## src/rtl/apb_master_bridge_if.sv

```systemverilog
// Command/response port plus APB requester signals of the bridge.
// master = bridge view, slave = command source / APB completer view.
interface apb_master_bridge_if #(
  parameter int DATAWIDTH = 32,
  parameter int ADDRWIDTH = 8
);
  logic                 cmd_valid;
  logic                 cmd_ready;
  logic                 cmd_write;
  logic [ADDRWIDTH-1:0] cmd_addr;
  logic [DATAWIDTH-1:0] cmd_wdata;
  logic                 rsp_valid;
  logic [DATAWIDTH-1:0] rsp_rdata;
  logic                 rsp_err;
  logic                 PSEL;
  logic                 PENABLE;
  logic                 PWRITE;
  logic [ADDRWIDTH-1:0] PADDR;
  logic [DATAWIDTH-1:0] PWDATA;
  logic [DATAWIDTH-1:0] PRDATA;
  logic                 PREADY;

  modport master (
    input  cmd_valid, cmd_write, cmd_addr, cmd_wdata, PRDATA, PREADY,
    output cmd_ready, rsp_valid, rsp_rdata, rsp_err,
           PSEL, PENABLE, PWRITE, PADDR, PWDATA
  );

  modport slave (
    output cmd_valid, cmd_write, cmd_addr, cmd_wdata, PRDATA, PREADY,
    input  cmd_ready, rsp_valid, rsp_rdata, rsp_err,
           PSEL, PENABLE, PWRITE, PADDR, PWDATA
  );
endinterface

```

## src/rtl/apb_master_bridge.sv

```systemverilog
// APB requester: one command -> SETUP + ACCESS, rsp_valid pulse 3+ cycles after accept.
// cmd_ready only in IDLE; rsp has no backpressure; stuck completer aborts after TIMEOUT ACCESS cycles.
module apb_master_bridge #(
  parameter int DATAWIDTH = 32,
  parameter int ADDRWIDTH = 8,
  parameter int TIMEOUT   = 16
) (
  input  logic                PCLK,
  input  logic                PRESETn,
  apb_master_bridge_if.master bus
);
  localparam int CW = $clog2(TIMEOUT + 1);

  typedef enum logic [1:0] {IDLE, SETUP, ACCESS} state_t;

  state_t        state;
  logic [CW-1:0] cnt;
  logic [CW-1:0] cnt_inc;

  assign cnt_inc       = cnt + 1'b1;
  assign bus.cmd_ready = (state == IDLE);

  always_ff @(posedge PCLK or negedge PRESETn) begin
    if (!PRESETn) begin
      state         <= IDLE;
      cnt           <= '0;
      bus.PSEL      <= 1'b0;
      bus.PENABLE   <= 1'b0;
      bus.PWRITE    <= 1'b0;
      bus.PADDR     <= '0;
      bus.PWDATA    <= '0;
      bus.rsp_valid <= 1'b0;
      bus.rsp_rdata <= '0;
      bus.rsp_err   <= 1'b0;
    end else begin
      bus.rsp_valid <= 1'b0;
      case (state)
        IDLE: begin
          if (bus.cmd_valid) begin
            bus.PWRITE  <= bus.cmd_write;
            bus.PADDR   <= bus.cmd_addr;
            bus.PWDATA  <= bus.cmd_wdata;
            bus.PSEL    <= 1'b1;
            bus.PENABLE <= 1'b0;
            cnt         <= '0;
            state       <= SETUP;
          end
        end
        SETUP: begin
          bus.PENABLE <= 1'b1;
          state       <= ACCESS;
        end
        ACCESS: begin
          cnt <= cnt_inc;
          // PREADY is tested first so a completion on the timeout edge still wins
          if (bus.PREADY) begin
            bus.rsp_valid <= 1'b1;
            bus.rsp_err   <= 1'b0;
            bus.rsp_rdata <= bus.PWRITE ? '0 : bus.PRDATA;
            bus.PSEL      <= 1'b0;
            bus.PENABLE   <= 1'b0;
            state         <= IDLE;
          end else if (cnt_inc == CW'(TIMEOUT)) begin
            bus.rsp_valid <= 1'b1;
            bus.rsp_err   <= 1'b1;
            bus.rsp_rdata <= '0;
            bus.PSEL      <= 1'b0;
            bus.PENABLE   <= 1'b0;
            state         <= IDLE;
          end
        end
        default: begin
          bus.PSEL    <= 1'b0;
          bus.PENABLE <= 1'b0;
          state       <= IDLE;
        end
      endcase
    end
  end
endmodule

```

## src/flat_wrapper.sv

```systemverilog
// flat-port wrapper written by rule: the top's interface ports become plain ports
module apb_master_bridge_flat 
#(
  parameter int DATAWIDTH = 32,
  parameter int ADDRWIDTH = 8,
  parameter int TIMEOUT   = 16
)
  (PCLK, PRESETn, bus_cmd_valid, bus_cmd_write, bus_cmd_addr, bus_cmd_wdata, bus_PRDATA, bus_PREADY, bus_cmd_ready, bus_rsp_valid, bus_rsp_rdata, bus_rsp_err, bus_PSEL, bus_PENABLE, bus_PWRITE, bus_PADDR, bus_PWDATA);
  apb_master_bridge_if #(.DATAWIDTH(DATAWIDTH), .ADDRWIDTH(ADDRWIDTH)) bus_i ();
  input  logic PCLK;
  input  logic PRESETn;
  input wire logic [$bits(bus_i.cmd_valid)-1:0] bus_cmd_valid;
  input wire logic [$bits(bus_i.cmd_write)-1:0] bus_cmd_write;
  input wire logic [$bits(bus_i.cmd_addr)-1:0] bus_cmd_addr;
  input wire logic [$bits(bus_i.cmd_wdata)-1:0] bus_cmd_wdata;
  input wire logic [$bits(bus_i.PRDATA)-1:0] bus_PRDATA;
  input wire logic [$bits(bus_i.PREADY)-1:0] bus_PREADY;
  output wire logic [$bits(bus_i.cmd_ready)-1:0] bus_cmd_ready;
  output wire logic [$bits(bus_i.rsp_valid)-1:0] bus_rsp_valid;
  output wire logic [$bits(bus_i.rsp_rdata)-1:0] bus_rsp_rdata;
  output wire logic [$bits(bus_i.rsp_err)-1:0] bus_rsp_err;
  output wire logic [$bits(bus_i.PSEL)-1:0] bus_PSEL;
  output wire logic [$bits(bus_i.PENABLE)-1:0] bus_PENABLE;
  output wire logic [$bits(bus_i.PWRITE)-1:0] bus_PWRITE;
  output wire logic [$bits(bus_i.PADDR)-1:0] bus_PADDR;
  output wire logic [$bits(bus_i.PWDATA)-1:0] bus_PWDATA;
  assign bus_i.cmd_valid = bus_cmd_valid;
  assign bus_i.cmd_write = bus_cmd_write;
  assign bus_i.cmd_addr = bus_cmd_addr;
  assign bus_i.cmd_wdata = bus_cmd_wdata;
  assign bus_i.PRDATA = bus_PRDATA;
  assign bus_i.PREADY = bus_PREADY;
  assign bus_cmd_ready = bus_i.cmd_ready;
  assign bus_rsp_valid = bus_i.rsp_valid;
  assign bus_rsp_rdata = bus_i.rsp_rdata;
  assign bus_rsp_err = bus_i.rsp_err;
  assign bus_PSEL = bus_i.PSEL;
  assign bus_PENABLE = bus_i.PENABLE;
  assign bus_PWRITE = bus_i.PWRITE;
  assign bus_PADDR = bus_i.PADDR;
  assign bus_PWDATA = bus_i.PWDATA;
  apb_master_bridge #(.DATAWIDTH(DATAWIDTH), .ADDRWIDTH(ADDRWIDTH), .TIMEOUT(TIMEOUT)) u_core (.PCLK(PCLK), .PRESETn(PRESETn), .bus(bus_i));
endmodule
```

## config.mk

```make
export PLATFORM = sky130hd
export DESIGN_NAME = apb_master_bridge_flat
export DESIGN_NICKNAME = d
export VERILOG_FILES = /design/src/rtl/apb_master_bridge_if.sv /design/src/rtl/apb_master_bridge.sv /design/src/flat_wrapper.sv
export SDC_FILE = /design/constraint.sdc
export NUM_CORES = 1
export LEC_CHECK = 0
export ABC_CLOCK_PERIOD_IN_PS = 2700
export BUFFER_PORTS_ARGS = -buffer_cell sky130_fd_sc_hd__buf_2
export CAP_MARGIN = 20
export CORE_UTILIZATION = 45
export DETAILED_ROUTE_END_ITERATION = 16
export MAX_ROUTING_LAYER = met4
export PLACE_DENSITY = 0.78
export SYNTH_ARGS = -nofsm -noshare
export SYNTH_HDL_FRONTEND = slang
export SYNTH_SLANG_ARGS = --single-unit
```

## constraint.sdc

```tcl
create_clock -name PCLK -period 2.7 [get_ports PCLK]
set_clock_uncertainty 0.2 [all_clocks]
set_input_delay 0.54 -clock PCLK [delete_from_list [all_inputs] [get_ports PCLK]]
set_output_delay 0.54 -clock PCLK [all_outputs]
set_load 0.1 [all_outputs]
```

==> impl_metrics.tcl <==
set metrics [dict create \
    h-tree-depth 3 \
    rrSetupSlack_ns 0.59 \
    die_x_um 86.17 \
    first_pass_iters 4 \
    numCtsBuffers 9 \
    dp_hpwl_um 5042 \
    core_um2 6832 \
    max_stage_delay_ns 0.53 \
    synthAdderAreaFrac_pct 0.3925 \
    grt-ovfl-total 0 \
    clockBufferDepth 2 \
    maxCapViolations 0 \
    fin_area_um2 4272 \
    drt_iter0_markers 82 \
    cts_setup_buffers 0 \
    worstPathArrival_ns 2.13 \
    ios 155 \
    dp.cells 449 \
    wl_per_cell_um 14.88 \
    synth_ff_type "dfrtp_1" \
    yosys-top-cells-area "dfrtp_1 (65%), mux2_2 (14%), a32o_1 (7.8%), a32o_2 (2.5%), buf_8 (1.4%)" \
    slew_headroom_pct 64.36 \
    postRouteAntennaNets 0 \
    track_usage_pct 20.42 \
    hold_path.class "in2reg" \
    synthMuxAreaShare_pct 14.48 \
    slowest_stage "or3_1" \
    synth_nets 287 \
    path_class "reg2reg" \
    grt_max_degree 43 \
    routabilityCongestion 0.8225 \
    n_antenna_cell 0 \
    cp.depth 5 \
    initial_core_util_pct 46.67 \
    synthSimpleGateAreaFrac_pct 2.983 \
    post_dp_cell_area_um2 4075 \
    cts_tree "done" \
    dieArea_um2 7425 \
    crit_fanout 24 \
    synth_top_family_by_area "multiplexers" \
    cts_resized 0 \
    antenna_found_initial 0 \
    grt_setup_unrepaired "false" \
    tightest_slew_ns 0.5345 \
    fin_cells 466 \
    endpoint_kind "register" \
    synthesis.area_um2 3188 \
    hold_path_depth 2 \
    syn_inst 209 \
    crit_path_start_kind "register" \
    port_buffers 154 \
    fp-row-count 30 \
    critPathBufInv 1 \
    first_global_vias 2406 \
    finalCritPeriodShare_pct 78.21 \
    r2r_cells 5 \
    worstHoldStart "bus_PRDATA[27]" \
    required_ns 2.72 \
    max_freq_mhz 473.5 \
    synth_xor_area_share_pct 0.5495 \
    outcome "finished clean" \
    crit-reg2reg-capture "u_core.bus.rsp_rdata[7]" \
    timing.critical_path.max_delay_family "simple AND/OR/NAND/NOR gates" \
    seq_area_frac_synth_pct 65.15 \
    post-route-drc-count 0 \
    num_vias 2352 \
    clk-insertion-delay-late_ns 0.34 \
    synthToLayoutAreaGrowth_pct 33.99 \
    synth_edf_count 0 \
    setup_violations 0 \
    drive_gt1_share_pct 60.81 \
    setup-tns-final_ns 0 \
    die_h_um 86.17 \
    hold_end "u_core.bus.rsp_rdata[27]" \
    yosys_register_bits 83 \
    nets 443 \
    r2r-start "u_core.cnt[0]" \
    syn_avg_cell_area_um2 15.25 \
    cts_root_buf "clkbuf_8" \
    ys_async_sr_fraction_pct 100.0 \
    synthTopCellsByCount "dfrtp_1 (83), mux2_2 (41), a32o_1 (25)" \
    yosysMostFrequentCell "dfrtp_1" \
    routed_via_density 5.047 \
    slew_viol_final 0 \
    ys_types 24 \
    path_cells "ha_1 -> nand2_1 -> or3_1 -> buf_12 -> a32o_2" \
    clkSinkCount 83 \
    synth_compound_area_share_pct 12.87 \
    hold_violations 0 \
    yosys.area.top_type_share_pct 65.15 \
    grt_pass1_wl_um 11220 \
    yosys.area.top_type "dfrtp_1" \
    period_needed_ns 2.112 \
    clkTransAtPathRegs_ns 0.08 \
    drt_wl_total_um 6932 \
    yosys_warnings 0 \
]
final cells by class:
| class | instances | area (um^2) |
|---|---|---|
| fill | 554 | 2560 |
| sequential | 83 | 2078 |
| multi-input combinational | 109 | 1008 |
| timing repair buffer | 160 | 870.8 |
| clock buffer | 11 | 131.4 |
| tap | 96 | 120.1 |
| clock inverter | 5 | 55.05 |
| inverter | 2 | 7.507 |
worst max-delay path by stage:
| stage | from | slack (ns) | to |
|---|---|---|---|
| 2_1_floorplan | u_core.state[1] | 0.18 | u_core.bus.PADDR[0] |
| 3_3_place_gp | u_core.state[0] | 0.66 | u_core.bus.rsp_rdata[9] |
| 3_5_place_dp | u_core.state[0] | 0.61 | u_core.bus.rsp_rdata[7] |
| 4_1_cts | u_core.state[0] | 0.59 | u_core.bus.rsp_rdata[7] |
| 5_1_grt | u_core.state[0] | 0.49 | u_core.bus.rsp_rdata[8] |
| 6_report | u_core.cnt[0] | 0.59 | u_core.bus.rsp_rdata[7] |
logic make-up (layout without fill, tap and decap cells):
| group | after synthesis | after routing |
|---|---|---|
| DFF | 83 | 83 |
| muxes | 41 | 41 |
| and+or+nand+nor | 19 | 19 |
| adders and majority gates | 1 | 1 |
| xor gates and xnor gates | 2 | 2 |
| AOI/OAI and AO/OA | 46 | 46 |
| buffers and inverters | 17 | 178 |
state kept, by name, indices dropped and copies added, names as in the netlist:
signal and flops:
u_core.cnt 5, u_core.bus.PSEL 1, u_core.bus.PADDR 8, u_core.bus.rsp_err 1, u_core.bus.rsp_rdata 32, u_core.bus.rsp_valid 1
u_core.bus.PWRITE 1, u_core.state 2, u_core.bus.PWDATA 32
layout by cell type, fill, tap and decap left out, drive strengths merged, types with 3 or more instances in the layout:
master,instances
buf,159
dfrtp,83
mux2,41
a32o,32
clkbuf,11
nand2,7
o21ai,7
a21oi,3
nor2,3
metal layers:
layer  up-vias  track usage [%]  routed length [um]
li1       1102                -                   -
met1      1131            25.53                3053
met2       110            31.82                3318
met3         9            4.286                 464
met4         0            10.00                  97
met5         -                -                   0
stage by stage:
step | setup WS [ns] | hold WS [ns] | util (%)
after floorplan | 0.1830 | 0.04441 | -
after global routing | 0.4874 | 0.1972 | 62.53
after detailed placement | 0.6093 | 0.2902 | 59.65
after CTS | 0.5881 | 0.1993 | 62.53
after global placement | 0.6637 | 0.2843 | 59.65
final | 0.5883 | 0.2185 | 62.53
repair_timing:
action                                  CTS  global route
endpoints found under the hold margin    41             0
endpoints found under the setup margin    0             0
hold buffers                              1             0
Power is left out: the tool's default activity adds up to more than one toggle a clock period on the data nets, which glitch-free logic cannot reach.
